==> config.mk <==
export PLATFORM = sky130hd
export DESIGN_NAME = score_hex_display_flat
export DESIGN_NICKNAME = d
export VERILOG_FILES = /design/src/rtl/score_hex_display_if.sv /design/src/rtl/score_hex_display.sv /design/src/flat_wrapper.sv
export SDC_FILE = /design/constraint.sdc
export NUM_CORES = 1
export LEC_CHECK = 0
export BUFFER_PORTS_ARGS = -buffer_cell sky130_fd_sc_hd__buf_4
export CORE_UTILIZATION = 35
export CTS_CLUSTER_SIZE = 30
export DETAILED_ROUTE_END_ITERATION = 7
export SYNTH_ARGS = -nofsm -noshare
export SYNTH_HDL_FRONTEND = slang
export SYNTH_SLANG_ARGS = --single-unit
==> constraint.sdc <==
create_clock -name clk_clk -period 2.92 [get_ports clk_clk]
set_clock_uncertainty 0.1 [all_clocks]
set_input_delay 0.584 -clock clk_clk [delete_from_list [all_inputs] [get_ports clk_clk]]
set_output_delay 0.584 -clock clk_clk [all_outputs]
set_load 0.01 [all_outputs]
==> src/rtl/score_hex_display_if.sv <==
// score_hex_display_if
// Bundles the load strobe, value bus, status flags and six segment outputs of
// the score_hex_display driver. The master side (game logic / bench) drives
// value_i and load_i; the slave side (the display driver) drives the rest.
interface score_hex_display_if #(
    parameter int WIDTH = 20
);
    logic [WIDTH-1:0] value_i;
    logic             load_i;
    logic             busy_o;
    logic             done_o;
    logic             overflow_o;
    logic [6:0]       hex0_o;
    logic [6:0]       hex1_o;
    logic [6:0]       hex2_o;
    logic [6:0]       hex3_o;
    logic [6:0]       hex4_o;
    logic [6:0]       hex5_o;

    modport master (
        output value_i, load_i,
        input  busy_o, done_o, overflow_o,
        input  hex0_o, hex1_o, hex2_o, hex3_o, hex4_o, hex5_o
    );

    modport slave (
        input  value_i, load_i,
        output busy_o, done_o, overflow_o,
        output hex0_o, hex1_o, hex2_o, hex3_o, hex4_o, hex5_o
    );
endinterface

==> src/rtl/score_hex_display.sv <==
// score_hex_display
// Sequential binary-to-7-segment driver for six HEX displays. A load strobe
// captures a (saturated) value, a double-dabble engine shifts it into six BCD
// digits over WIDTH cycles, and a final ENCODE cycle updates all segment
// outputs at once so the displays never show intermediate digits.
//
// Optional build macro: LEADING_ZERO_BLANK_EN
//   defined   -> digits above the most significant non-zero digit are blank
//                (hex0 always shows a digit)
//   undefined -> all six digits shown, including leading zeros
//
// state  | meaning
// -------+---------------------------------------------------------------
// IDLE   | waiting for load_i; outputs hold the last completed conversion
// SHIFT  | one add-3/shift step per cycle, WIDTH steps in total
// ENCODE | segment patterns and overflow flag registered, done_o pulses
module score_hex_display #(
    parameter int WIDTH     = 20,
    parameter int SAT_VALUE = 999999
) (
    input  logic                clk_clk,
    input  logic                reset_reset,
    score_hex_display_if.slave  bus
);

    localparam logic [6:0]  SEG_BLANK = 7'b1111111;
    localparam logic [6:0]  SEG_ZERO  = 7'b1000000;
    localparam logic [31:0] SAT_U     = 32'(SAT_VALUE);
    localparam logic [4:0]  CNT_INIT  = 5'(WIDTH);

`ifdef LEADING_ZERO_BLANK_EN
    localparam logic [6:0]  HEX_HI_RST = SEG_BLANK;
`else
    localparam logic [6:0]  HEX_HI_RST = SEG_ZERO;
`endif

    typedef enum logic [1:0] {
        IDLE   = 2'd0,
        SHIFT  = 2'd1,
        ENCODE = 2'd2
    } state_t;

    state_t           r_state;
    state_t           w_state_nxt;

    logic             w_capture;
    logic             w_shift;
    logic             w_encode;

    logic [WIDTH-1:0] r_bin;
    logic [23:0]      r_bcd;
    logic [4:0]       r_cnt;
    logic             r_ovf_pend;

    logic             r_busy;
    logic             r_done;
    logic             r_ovf;
    logic [6:0]       r_hex [6];

    logic             w_over;
    logic [WIDTH-1:0] w_sat_val;
    logic [23:0]      w_bcd_adj;
    logic [6:0]       w_hex_nxt [6];
    logic             w_lead_zero;

    // Active-low 7-segment pattern (bit6=g ... bit0=a) for one BCD digit.
    function automatic logic [6:0] f_seg(input logic [3:0] digit);
        logic [6:0] seg;
        case (digit)
            4'd0:    seg = 7'b1000000;
            4'd1:    seg = 7'b1111001;
            4'd2:    seg = 7'b0100100;
            4'd3:    seg = 7'b0110000;
            4'd4:    seg = 7'b0011001;
            4'd5:    seg = 7'b0010010;
            4'd6:    seg = 7'b0000010;
            4'd7:    seg = 7'b1111000;
            4'd8:    seg = 7'b0000000;
            4'd9:    seg = 7'b0010000;
            default: seg = SEG_BLANK;
        endcase
        return seg;
    endfunction

    // Saturate the incoming value; SAT_VALUE always fits in WIDTH bits when it
    // can actually be exceeded, so truncating it is safe in that case.
    always_comb begin
        w_over    = 32'(bus.value_i) > SAT_U;
        w_sat_val = w_over ? SAT_U[WIDTH-1:0] : bus.value_i;
    end

    // State register.
    always_ff @(posedge clk_clk) begin
        if (reset_reset) begin
            r_state <= IDLE;
        end else begin
            r_state <= w_state_nxt;
        end
    end

    // Next-state logic and datapath strobes.
    always_comb begin
        w_state_nxt = r_state;
        w_capture   = 1'b0;
        w_shift     = 1'b0;
        w_encode    = 1'b0;
        case (r_state)
            IDLE: begin
                if (bus.load_i) begin
                    w_capture   = 1'b1;
                    w_state_nxt = SHIFT;
                end
            end
            SHIFT: begin
                w_shift = 1'b1;
                if (r_cnt == 5'd1) begin
                    w_state_nxt = ENCODE;
                end
            end
            ENCODE: begin
                w_encode    = 1'b1;
                w_state_nxt = IDLE;
            end
            default: begin
                w_state_nxt = IDLE;
            end
        endcase
    end

    // Add-3 correction on every BCD nibble that is 5 or more before shifting.
    always_comb begin
        w_bcd_adj = r_bcd;
        for (int i = 0; i < 6; i++) begin
            if (r_bcd[i*4 +: 4] >= 4'd5) begin
                w_bcd_adj[i*4 +: 4] = r_bcd[i*4 +: 4] + 4'd3;
            end
        end
    end

    // Segment patterns for the finished BCD value, with optional blanking of
    // leading zeros scanning down from the top digit.
    always_comb begin
        w_lead_zero = 1'b1;
        for (int i = 0; i < 6; i++) begin
            w_hex_nxt[i] = f_seg(r_bcd[i*4 +: 4]);
        end
`ifdef LEADING_ZERO_BLANK_EN
        for (int i = 5; i >= 1; i--) begin
            w_lead_zero = w_lead_zero & (r_bcd[i*4 +: 4] == 4'd0);
            if (w_lead_zero) begin
                w_hex_nxt[i] = SEG_BLANK;
            end
        end
`else
        w_lead_zero = 1'b0;
`endif
    end

    // Conversion engine: capture, shift, count.
    always_ff @(posedge clk_clk) begin
        if (reset_reset) begin
            r_bin      <= '0;
            r_bcd      <= '0;
            r_cnt      <= '0;
            r_ovf_pend <= 1'b0;
        end else if (w_capture) begin
            r_bin      <= w_sat_val;
            r_bcd      <= '0;
            r_cnt      <= CNT_INIT;
            r_ovf_pend <= w_over;
        end else if (w_shift) begin
            r_bcd      <= {w_bcd_adj[22:0], r_bin[WIDTH-1]};
            r_bin      <= r_bin << 1;
            r_cnt      <= r_cnt - 5'd1;
        end
    end

    // Output registers: only the ENCODE cycle or reset changes the displays.
    always_ff @(posedge clk_clk) begin
        if (reset_reset) begin
            r_busy <= 1'b0;
            r_done <= 1'b0;
            r_ovf  <= 1'b0;
            r_hex[0] <= SEG_ZERO;
            for (int i = 1; i < 6; i++) begin
                r_hex[i] <= HEX_HI_RST;
            end
        end else begin
            r_busy <= (w_state_nxt != IDLE);
            r_done <= w_encode;
            if (w_encode) begin
                r_ovf <= r_ovf_pend;
                for (int i = 0; i < 6; i++) begin
                    r_hex[i] <= w_hex_nxt[i];
                end
            end
        end
    end

    assign bus.busy_o     = r_busy;
    assign bus.done_o     = r_done;
    assign bus.overflow_o = r_ovf;
    assign bus.hex0_o     = r_hex[0];
    assign bus.hex1_o     = r_hex[1];
    assign bus.hex2_o     = r_hex[2];
    assign bus.hex3_o     = r_hex[3];
    assign bus.hex4_o     = r_hex[4];
    assign bus.hex5_o     = r_hex[5];

endmodule

==> src/flat_wrapper.sv <==
// flat-port wrapper written by rule: the top's interface ports become plain ports
module score_hex_display_flat 
#(
    parameter int WIDTH     = 20,
    parameter int SAT_VALUE = 999999
)
  (clk_clk, reset_reset, bus_value_i, bus_load_i, bus_busy_o, bus_done_o, bus_overflow_o, bus_hex0_o, bus_hex1_o, bus_hex2_o, bus_hex3_o, bus_hex4_o, bus_hex5_o);
  score_hex_display_if #(.WIDTH(WIDTH)) bus_i ();
  input  logic clk_clk;
  input  logic reset_reset;
  input wire logic [$bits(bus_i.value_i)-1:0] bus_value_i;
  input wire logic [$bits(bus_i.load_i)-1:0] bus_load_i;
  output wire logic [$bits(bus_i.busy_o)-1:0] bus_busy_o;
  output wire logic [$bits(bus_i.done_o)-1:0] bus_done_o;
  output wire logic [$bits(bus_i.overflow_o)-1:0] bus_overflow_o;
  output wire logic [$bits(bus_i.hex0_o)-1:0] bus_hex0_o;
  output wire logic [$bits(bus_i.hex1_o)-1:0] bus_hex1_o;
  output wire logic [$bits(bus_i.hex2_o)-1:0] bus_hex2_o;
  output wire logic [$bits(bus_i.hex3_o)-1:0] bus_hex3_o;
  output wire logic [$bits(bus_i.hex4_o)-1:0] bus_hex4_o;
  output wire logic [$bits(bus_i.hex5_o)-1:0] bus_hex5_o;
  assign bus_i.value_i = bus_value_i;
  assign bus_i.load_i = bus_load_i;
  assign bus_busy_o = bus_i.busy_o;
  assign bus_done_o = bus_i.done_o;
  assign bus_overflow_o = bus_i.overflow_o;
  assign bus_hex0_o = bus_i.hex0_o;
  assign bus_hex1_o = bus_i.hex1_o;
  assign bus_hex2_o = bus_i.hex2_o;
  assign bus_hex3_o = bus_i.hex3_o;
  assign bus_hex4_o = bus_i.hex4_o;
  assign bus_hex5_o = bus_i.hex5_o;
  score_hex_display #(.WIDTH(WIDTH), .SAT_VALUE(SAT_VALUE)) u_core (.clk_clk(clk_clk), .reset_reset(reset_reset), .bus(bus_i));
endmodule
==> impl_results.md, run 1 <==
* Outcome: complete, no violations
* Final-report max-slew violation count at 0
* Cell-by-cell trace of the critical path: inv_1 > ha_1 > nand2b_1 > a2111oi_2 > a41oi_2 > a21oi_4 > inv_1 > ha_1 > o311a_1
* Post-Route WL at 13200 um
* Synth Flop Type: dfxtp_1
* Dominant delay contributor by cell family on the critical path: compound AO/OA/AOI/OAI gates
* Number of buffers added to fix hold violations after cts at 0
* Number of global-route vias before repair at 4552
* Synth cell count leaders: dfxtp_1 (97), nand2_1 (54), nor2_1 (49)
* Most numerous cell in the Yosys netlist: dfxtp_1
* Max-Cap Viols at 0
* Post-route DRC violation count at 0
* Floorplan Core Area at 0.01940 mm2
* Antenna Diode Count at 0
* Clock insertion delay at the later pin of the skew report at 0.42 ns
* Cell area reported after detailed placement at 0.007669 mm2
* Worst-path fanout max at 7
* Layout Area Growth over Synthesis at 20.62%
* Detailed Routing Iterations Pass 1 at 6
* Maximum number of pins on one net before global-route repair at 31
* CTS max path bufs at 2
* Portion of the post-synthesis area used by sequential elements at 0.4634
* Number of hold violations in the final report at 0
* Clk Tree Root Cell: clkbuf_16
* Number of placement rows at 51
* Min Clock Period, post-route at 2.536 ns
* Cell area after layout at 0.008337 mm2
* Post-CTS sizing at 0
* Cell taking the most area after synthesis: dfxtp_1
* Clock tree from TritonCTS: built
* Mean cell area of the mapped netlist at 10.27 um2
* Crit path launch type: flop
* Total via count in the routed design at 4959
* Synthesis-stage register bit count at 139
* Sink count of the clock tree at 139
* Fraction of layout cells with a size suffix above 1 at 0.2447
* Die width at 142.5 um
* Detailed placement HPWL at 9130 um
* Die area at 0.02031 mm2
* Part of the cycle the worst path needs at 0.8685
* GRT Total Usage at 0.1407
* Worst IR Drop VDD at 0.0004104 V
* Unrepaired setup endpoints after global routing: no
* ANT nets after route at 0
* Highest clock frequency the design can meet at 394.3 MHz
* Number of DRC violations after detailed-routing iteration 0 at 247
* Post-synthesis async set-or-reset flop share at 0
* Number of buffers created by CTS at 17
* H-tree levels at 4
* Netlist area before placement at 0.006912 mm2
* Final estimated routing congestion in global placement at 0.7999
* Number of nets in the final layout at 810
* Starting utilization of the core area at 0.3563
* Die height at 142.5 um
* Post-synth EDFFs at 42
* Distinct cells, synth at 71
* Final setup violating endpoints at 0
* Wire length of the first global-routing pass at 22120 um
* Syn. warnings at 0
* Slew Limit Headroom at 0.6613
* Area share of the largest cell type after synthesis at 0.2810
* Routed wirelength normalized by instance count at 12.93 um
* Static power due to leakage at 3.339 nW
* Net count of the mapped netlist at 740
* Critical Path End Type: flop
* Required time of the critical path at 3.13 ns
* Number of antenna violations at the first check in global routing at 0
* Congestion Overflow GR at 0
* Master of the slowest instance on the critical path: a2111oi_2
* Critical path arrival at 2.75 ns
* Via-to-Cell Ratio at 4.857
* Total power per unit cell area at 596.5 mW/mm2
* Worst-Margin Slew at 0.5081 ns
* Hold WC Path Type: in2reg
* Setup fix buffers added after clock tree synthesis at 0
* Critical path's largest stage delay at 0.41 ns
* Category of the most critical setup path: reg2reg
* Cells after synthesis at 673
* Io pins at 68
* IO Port Bufs at 67
* Post-CTS clock slew at the launch and capture registers of the worst setup and hold paths at 0.06 ns
* Buf/Inv on CP at 2
* Post-route setup TNS at 0 ns
* Largest cells by area after synthesis: dfxtp_1 (28%), edfxtp_1 (18%), ha_1 (8.0%), and2_1 (3.3%), a21oi_1 (3.1%)
placed cells by master (no fill, tap or decap), types with 4 or more instances in the layout:
cell type  Yosys  layout
a22oi_1        8       8
or3_1         12      12
clkbuf_16      0      17
a31oi_1        7       7
and2_1        36      36
bufinv_16      0       6
o21ai_2       12      12
edfxtp_1      42      42
ha_1          44      44
a21oi_4        4       4
nand2b_1      13      11
o22ai_1        6       6
buf_4          5      84
nor2_1        49      48
a211oi_1       8       8
nand2_2        5       5
inv_1         41      41
o311a_1        6       6
nor3_1        28      28
dfxtp_1       97      97
mux2i_1        8       8
nand2_1       54      54
a311oi_1      13      13
o21ai_0       21      21
a21oi_1       43      43
nor2b_1        6       5
final timing paths:
check / depth (start not counted) / slack [ns] / from / end
worst max-delay path: 9 / 0.38 / u_core.r_bcd[16]$_SDFFE_PP0N_ / u_core.w_hex_nxt[7]$_DFF_P_
worst min-delay path: 2 / 0.29 / bus_value_i[5] / u_core.r_bin[5]$_SDFFE_PP0P_
worst max register to register: 9 / 0.38 / u_core.r_bcd[16]$_SDFFE_PP0N_ / u_core.w_hex_nxt[7]$_DFF_P_
worst min register to register: 2 / 0.36 / u_core.r_bin[17]$_SDFFE_PP0P_ / u_core.r_bin[17]$_SDFFE_PP0P_
per-stage QoR:
step | setup WS (ns) | total power, W | hold WS [ns] | utilization | cells
detailed placement | 0.4081 | 0.002571 | 0.3502 | 0.3953 | 989
global route | 0.2121 | 0.005182 | 0.2878 | 0.4298 | 1021
CTS | 0.3925 | 0.005036 | 0.2673 | 0.4298 | 1021
finish | 0.3840 | 0.004973 | 0.2877 | 0.4298 | 1021
global placement | 0.4418 | 0.002568 | 0.3480 | 0.3953 | 989
floorplan | 0.1891 | 0.002454 | 0.3249 | - | 673
cells by family (layout without fill, tap and decap cells):
group                      count (synthesis)  in the layout  synth area share
buffers and inverters                     80            163           0.06210
and+or+nand+nor                          233            233            0.1861
adders and majority gates                 44             44           0.07965
xor gates and xnor gates                   4              4          0.005070
AOI/OAI and AO/OA                        165            165            0.1921
DFF                                      139            139            0.4634
muxes                                      8              8           0.01159
registers in the layout, summed over array words and instances, names as in the netlist:
name	flops
u_core.r_hex	42
u_core.w_hex_nxt	42
u_core.r_bcd	24
u_core.r_bin	20
u_core.r_cnt	5
u_core.r_state	2
u_core.bus.busy_o	1
u_core.bus.done_o	1
u_core.bus.overflow_o	1
u_core.r_ovf_pend	1
power by group:
part	total [W]	switching, W	internal, W	leakage [nW]
sequential	0.00211	0.0000391	0.00207	1.20
combinational	0.000420	0.000249	0.000170	1.82
clock	0.00245	0.000844	0.00160	0.318
total	0.00497	0.00113	0.00384	3.34
metal layers:
metal  track usage  wire length (um)
met1        0.1809              6454
met2        0.2214              6048
met5             0                 0
met3       0.03600               487
met4       0.06282               214
cell type report:
cell class / count / area (um2)
fillers: 1971 / 11060
multi-input cells: 454 / 3294
flip-flops and latches: 139 / 3203
repair buffers: 86 / 670.6
clock buffers: 17 / 425.4
well taps: 265 / 331.6
clock inverters: 15 / 242.7
inverters: 45 / 168.9
Power figures use the tool's default switching activity.
==> inputs of run 2 (changes only) <==
REMOVE_ABC_BUFFERS = 1   (was default)
==> run 2 against run 1 <==
Combinational power hardly changed. Sequential cell count stayed put. Register-to-register slack worse by 0.05 ns. Worst setup slack worse by 0.052 ns. Cell area is 1.2% lower. Critical path depth is 1 lower. Clock power is 12% lower. Count of clock-buffer cells in the layout is 5 higher. Die area stayed put. Highest routed layer unchanged. Maximum frequency is 2.0% lower. Hold slack worse by 0.0031 ns. Sequential power hardly changed.
==> impl_results.md, run 2 (same netlist as run 1, synthesis figures left out) <==
* Outcome: complete, no violations
* Clock insertion delay at the later pin of the skew report at 0.42 ns (about the same)
* Number of nets in the final layout at 809 (-0.12%)
* Commonest non-fill, non-tap cell in the layout: dfxtp_1
* Critical path arrival at 2.79 ns (+0.04 ns)
* Required time of the critical path at 3.12 ns (about the same)
* H-tree levels at 4 (unchanged)
* Number of placement rows at 51 (unchanged)
* Die width at 142.5 um (unchanged)
* Highest-count cells in the layout ignoring fill and taps: dfxtp_1 (97), buf_4 (85), nand2_1 (54), nor2_1 (48), ha_1 (44)
* Crit path from: u_core.r_state[0]$_SDFF_PP0_
* Static power due to leakage at 3.310 nW (-0.88%)
* Stages on the worst setup path at 8 (-1)
* Most frequent CP cell: a21oi_1
* Layout Area Growth over Synthesis at 19.13%
* Total power per unit cell area at 569.2 mW/mm2 (-4.6%)
* Worst-path fanout max at 22 (+15)
* Max-Cap Viols at 0 (unchanged)
* Sink count of the clock tree at 139 (unchanged)
* Least setup slack across all paths after layout at 0.3319 ns (-0.05208 ns)
* Number of DRC violations after detailed-routing iteration 0 at 246 (-0.40%)
* Clock tree from TritonCTS: built
* Number of buffers added to fix hold violations after cts at 0 (unchanged)
* Slew Limit Headroom at 0.5399 (-0.1214)
* Clk Tree Root Cell: clkbuf_16
* Floorplan Core Area at 0.01940 mm2 (unchanged)
* Count of cells along the worst register-to-register path at 8 (-1)
* Cell area reported after detailed placement at 0.007636 mm2 (-0.42%)
* Via-to-Cell Ratio at 4.752 (-2.2%)
* Startpoint of the worst-slack reg-to-reg timing path: u_core.r_state[0]$_SDFF_PP0_
* Worst setup slack before clock tree synthesis at 0.3292 ns (-0.07889 ns)
* Cell-by-cell trace of the critical path: nor2b_4 > buf_4 > o21ai_0 > a21oi_1 > inv_1 > ha_1 > mux2i_1 > a21oi_1
* Unrepaired setup endpoints after global routing: no
* Critical Path End Type: flop
* Wire length of the first global-routing pass at 21840 um (-1.3%)
* Worst reg-to-reg setup slack at 0.33 ns (-0.05 ns)
* Final setup violating endpoints at 0 (unchanged)
* Final estimated routing congestion in global placement at 0.8128 (+1.6%)
* Post-CTS sizing at 0 (unchanged)
* Number of buffers created by CTS at 17 (unchanged)
* Final-report max-slew violation count at 0 (unchanged)
* Post-route DRC violation count at 0 (unchanged)
* Critical path's largest stage delay at 0.57 ns (+0.16 ns)
* Starting utilization of the core area at 0.3563 (unchanged)
* Buf/Inv on CP at 2 (unchanged)
* Setup fix buffers added after clock tree synthesis at 0 (unchanged)
* Routed wirelength normalized by instance count at 13.14 um (+1.6%)
* Die area at 0.02031 mm2 (unchanged)
* Detailed placement HPWL at 9425 um (+3.2%)
* Post-Route WL at 13400 um (+1.5%)
* Number of antenna violations at the first check in global routing at 0 (unchanged)
* Dominant delay contributor by cell family on the critical path: simple AND/OR/NAND/NOR gates
* Category of the most critical setup path: reg2reg
* Highest clock frequency the design can meet at 386.4 MHz (-2.0%)
* Worst IR Drop VDD at 0.0002969 V (-28%)
* Antenna Diode Count at 0 (unchanged)
* Congestion Overflow GR at 0 (unchanged)
* End point of the critical path: u_core.w_hex_nxt[17]$_DFF_P_
* Cell area after layout at 0.008234 mm2 (-1.2%)
* Post-CTS clock slew at the launch and capture registers of the worst setup and hold paths at 0.06 ns (about the same)
* Master of the slowest instance on the critical path: nor2b_4
* CTS max path bufs at 2 (unchanged)
* Number of global-route vias before repair at 4503 (-1.1%)
* ANT nets after route at 0 (unchanged)
* Detailed Routing Iterations Pass 1 at 4 (-2)
* Min Clock Period, post-route at 2.588 ns (+0.05208 ns)
* Crit path launch type: flop
* Hold WC Path Type: in2reg
* Io pins at 68 (unchanged)
* IO Port Bufs at 67 (unchanged)
* Part of the cycle the worst path needs at 0.8863 (+0.01784)
* Endpoint of the lowest-slack register-to-register path: u_core.w_hex_nxt[17]$_DFF_P_
* Fraction of layout cells with a size suffix above 1 at 0.2411 (-0.003649)
* GRT Total Usage at 0.1398 (-0.0008655)
* Maximum number of pins on one net before global-route repair at 24 (-23%)
* Number of hold violations in the final report at 0 (unchanged)
* Die height at 142.5 um (unchanged)
* Total via count in the routed design at 4847 (-2.3%)
* Worst-Margin Slew at 0.6828 ns (+0.1747 ns)
## run 2: cell types whose count changed in the layout (fill, tap and decap cells not counted)
cell and delta:
clkbuf_16 +2, bufinv_16 -4, buf_12 -2, clkbuf_1 +3, clkinv_2 +1, clkinv_4 +1, inv_4 +3, inv_6 -2
clkinv_1 -1, buf_4 +1, clkinvlp_4 -3
## run 2: metrics by stage
stage	setup TNS [ns]	hold WS (ns)	total power, W	std cells	utilization
6_report	0	0.2846	0.004687	1020	0.4245
5_1_grt	0	0.2740	0.004866	1020	0.4245
4_1_cts	0	0.2749	0.004730	1020	0.4245
3_5_place_dp	0	0.3444	0.002567	988	0.3936
3_3_place_gp	0	0.3368	0.002565	988	0.3936
2_1_floorplan	-27.11	0.3249	0.002405	638	-
## run 2: layer usage
layer	vias up	global-route usage	wire (um)
met5	-	0	0
met4	0	0.06282	282
met3	22	0.03567	514
met2	81	0.2283	6193
met1	2220	0.1731	6414
li1	2524	-	-
## run 2: worst min path at each step
stage,startpoint,to,slack (ns),cells after the start
after floorplan,u_core.r_ovf_pend$_SDFFE_PP0P_,u_core.bus.overflow_o$_SDFFE_PP0P_,0.32,2
after global placement,u_core.r_ovf_pend$_SDFFE_PP0P_,u_core.bus.overflow_o$_SDFFE_PP0P_,0.34,2
after detailed placement,u_core.r_ovf_pend$_SDFFE_PP0P_,u_core.bus.overflow_o$_SDFFE_PP0P_,0.34,2
after CTS,bus_value_i[5],u_core.r_bin[5]$_SDFFE_PP0P_,0.27,2
after global routing,bus_value_i[5],u_core.r_bin[5]$_SDFFE_PP0P_,0.27,2
final,bus_value_i[5],u_core.r_bin[5]$_SDFFE_PP0P_,0.28,2
## run 2: final cells by class
class / instances / area, um2
inverters: 45 / 168.9
multi-input cells: 454 / 3294
well taps: 265 / 331.6
clock inverters: 10 / 111.4
clock buffers: 22 / 486.7
repair buffers: 85 / 638.1
fillers: 1925 / 11160
flip-flops and latches: 139 / 3203
## run 2: worst register-to-register path, stage by stage, from the launching register on
cell and delay [ns]:
dfxtp_1 0.45, nor2b_4 0.57, buf_4 0.28, o21ai_0 0.11
a21oi_1 0.30, inv_1 0.13, ha_1 0.31, mux2i_1 0.14
a21oi_1 0.08
## run 2: report_power, final
part           internal (W)  switching [W]  total [W]  leakage, nW
clock network       0.00136       0.000803    0.00216        0.300
registers           0.00207      0.0000392    0.00211         1.20
logic              0.000167       0.000250   0.000417         1.81
total               0.00359        0.00109    0.00469         3.31
==> inputs of run 3 (changes only) <==
RECOVER_POWER = 25   (was default)
==> run 3 against run 2 <==
Die area unchanged. Largest cell class unchanged. Cell area shrank 2.2%. Count of clock-buffer cells in the layout stayed put. First-iteration DRC count unchanged. Combinational power down 4%. Sequential power barely moved. Global-route usage did not move. Register-to-register slack lost 0.03 ns. Critical path depth fell by 1. Core utilization shrank 0.93 points. Via count is 0.37% higher. Worst setup slack got worse by 0.027 ns.
==> impl_results.md, run 3 (same netlist as run 1, synthesis figures left out) <==
* Worst IR Drop VDD at 0.0002982 V (+0.44%)
* Critical Path End Type: flop
* Required time of the critical path at 3.12 ns (about the same)
* Clock insertion delay at the later pin of the skew report at 0.42 ns (about the same)
* Via-to-Cell Ratio at 4.770 (+0.37%)
* Clk Tree Root Cell: clkbuf_16
* Sequential Area at 0.003203 mm2 (unchanged)
* Slew Limit Headroom at 0.3545 (-0.1853)
* Post-CTS clock slew at the launch and capture registers of the worst setup and hold paths at 0.06 ns (about the same)
* Post-Route WL at 13450 um (+0.37%)
* Commonest non-fill, non-tap cell in the layout: dfxtp_1
* CTS max path bufs at 2 (unchanged)
* IO Port Bufs at 67 (unchanged)
* Number of DRC violations after detailed-routing iteration 0 at 246 (unchanged)
* Critical path arrival at 2.81 ns (+0.02 ns)
* Fraction of layout cells with a size suffix above 1 at 0.1775 (-0.06358)
* Cell area reported after detailed placement at 0.007636 mm2 (unchanged)
* Io pins at 68 (unchanged)
* Routed wirelength normalized by instance count at 13.19 um (+0.37%)
* Number of placement rows at 51 (unchanged)
* Total via count in the routed design at 4865 (+0.37%)
* Outcome: complete, no violations
* Floorplan Core Area at 0.01940 mm2 (unchanged)
* Critical path's largest stage delay at 0.48 ns (-0.09 ns)
* Clock tree from TritonCTS: built
* Min Clock Period, post-route at 2.615 ns (+0.02711 ns)
* Wire length of the first global-routing pass at 21840 um (unchanged)
* Category of the most critical setup path: reg2reg
* Buf/Inv on CP at 1 (-1)
* Congestion Overflow GR at 0 (unchanged)
* Area of the multi-input gates at 0.003287 mm2 (-0.23%)
* Crit path launch type: flop
* Starting utilization of the core area at 0.3563 (unchanged)
* Die area at 0.02031 mm2 (unchanged)
* Number of buffers created by CTS at 17 (unchanged)
* Number of global-route vias before repair at 4503 (unchanged)
* Maximum number of pins on one net before global-route repair at 24 (unchanged)
* H-tree levels at 4 (unchanged)
* Hold WC Path Type: in2reg
* Worst-Margin Slew at 0.9682 ns (+0.2854 ns)
* Master of the slowest instance on the critical path: nand2b_1
* Antenna Diode Count at 0 (unchanged)
* Post-route DRC violation count at 0 (unchanged)
* Number of buffers added to fix hold violations after cts at 0 (unchanged)
* Number of nets in the final layout at 809 (unchanged)
* Static power due to leakage at 3.134 nW (-5.3%)
* Number of antenna violations at the first check in global routing at 0 (unchanged)
* Cell-by-cell trace of the critical path: nand2b_1 > buf_4 > a2111o_1 > a31oi_4 > ha_1 > a21oi_1 > a311o_1
* Final core area utilization at 0.4152 (-0.009288)
* FILL cells at 1972 (+2.4%)
* Highest-count cells in the layout ignoring fill and taps: dfxtp_1 (97), nand2_1 (54), clkbuf_1 (49), nor2_1 (48), ha_1 (44)
* Unrepaired setup endpoints after global routing: no
* Total power per unit cell area at 579.5 mW/mm2 (+1.8%)
* Cell area after layout at 0.008054 mm2 (-2.2%)
* Final setup violating endpoints at 0 (unchanged)
* Setup fix buffers added after clock tree synthesis at 0 (unchanged)
* Part of the cycle the worst path needs at 0.8956 (+0.009286)
* Final estimated routing congestion in global placement at 0.8128 (unchanged)
* GRT Total Usage at 0.1398 (unchanged)
* Layout Area Growth over Synthesis at 16.53%
* Detailed Routing Iterations Pass 1 at 4 (unchanged)
* Post-CTS sizing at 0 (unchanged)
* Die height at 142.5 um (unchanged)
* Worst-path fanout max at 12 (-45%)
* Detailed placement HPWL at 9425 um (unchanged)
* Number of hold violations in the final report at 0 (unchanged)
* Dominant delay contributor by cell family on the critical path: compound AO/OA/AOI/OAI gates
* Final-report max-slew violation count at 0 (unchanged)
* Die width at 142.5 um (unchanged)
* Highest clock frequency the design can meet at 382.4 MHz (-1.0%)
* Sink count of the clock tree at 139 (unchanged)
* ANT nets after route at 0 (unchanged)
* Max-Cap Viols at 0 (unchanged)
## run 3: changes by cell type in the layout (fill, tap and decap cells not counted)
cell	change
buf_4	-46
clkbuf_1	+46
nand2b_1	+1
nand2b_2	-1
nor3b_1	+1
nor3b_2	-1
## run 3: per-layer routing
| layer | track usage | part of all wire | vias up |
|---|---|---|---|
| li1 | - | - | 2523 |
| met1 | 0.1731 | 0.48 | 2247 |
| met2 | 0.2283 | 0.47 | 76 |
| met3 | 0.03567 | 0.037 | 19 |
| met4 | 0.06282 | 0.019 | 0 |
| met5 | 0 | 0 | - |
## run 3: power by group
| group | internal [W] | switching (W) |
|---|---|---|
| registers | 0.00207 | 0.0000382 |
| clock network | 0.00136 | 0.000800 |
| logic | 0.000151 | 0.000250 |
| total | 0.00358 | 0.00109 |
## run 3: final cells by class
class	count	share of cell area
clock buffers	22	0.06043
clock inverters	10	0.01383
inverters	45	0.02097
multi-input cells	454	0.4081
flip-flops and latches	139	0.3977
well taps	265	0.04117
repair buffers	85	0.05779
## run 3: final timing paths
check	start	to	slack, ns	cells past startpoint
hold reg to reg	u_core.r_ovf_pend$_SDFFE_PP0P_	u_core.r_ovf_pend$_SDFFE_PP0P_	0.36	2
hold / removal	bus_value_i[5]	u_core.r_bin[5]$_SDFFE_PP0P_	0.28	2
setup reg to reg	u_core.r_state[1]$_SDFF_PP0_	u_core.w_hex_nxt[39]$_DFF_P_	0.30	7
setup / recovery	u_core.r_state[1]$_SDFF_PP0_	u_core.w_hex_nxt[39]$_DFF_P_	0.30	7
## run 3: worst register-to-register path, stage by stage, from the launching register on
cell      delay (ns)
dfxtp_1         0.38
nand2b_1        0.48
buf_4           0.36
a2111o_1        0.35
a31oi_4         0.23
ha_1            0.21
a21oi_1         0.07
a311o_1         0.32
## run 3: metrics by stage
| stage | cells | hold slack (ns) | total power, W | worst slack, ns | TNS [ns] |
|---|---|---|---|---|---|
| after floorplan | 638 | 0.3249 | 0.002405 | -0.8128 | -27.11 |
| after CTS | 1020 | 0.2749 | 0.004730 | 0.3189 | 0 |
| after global placement | 988 | 0.3368 | 0.002565 | 0.3441 | 0 |
| final | 1020 | 0.2814 | 0.004667 | 0.3048 | 0 |
| after detailed placement | 988 | 0.3444 | 0.002567 | 0.3292 | 0 |
| after global routing | 1020 | 0.2740 | 0.004849 | 0.1259 | 0 |
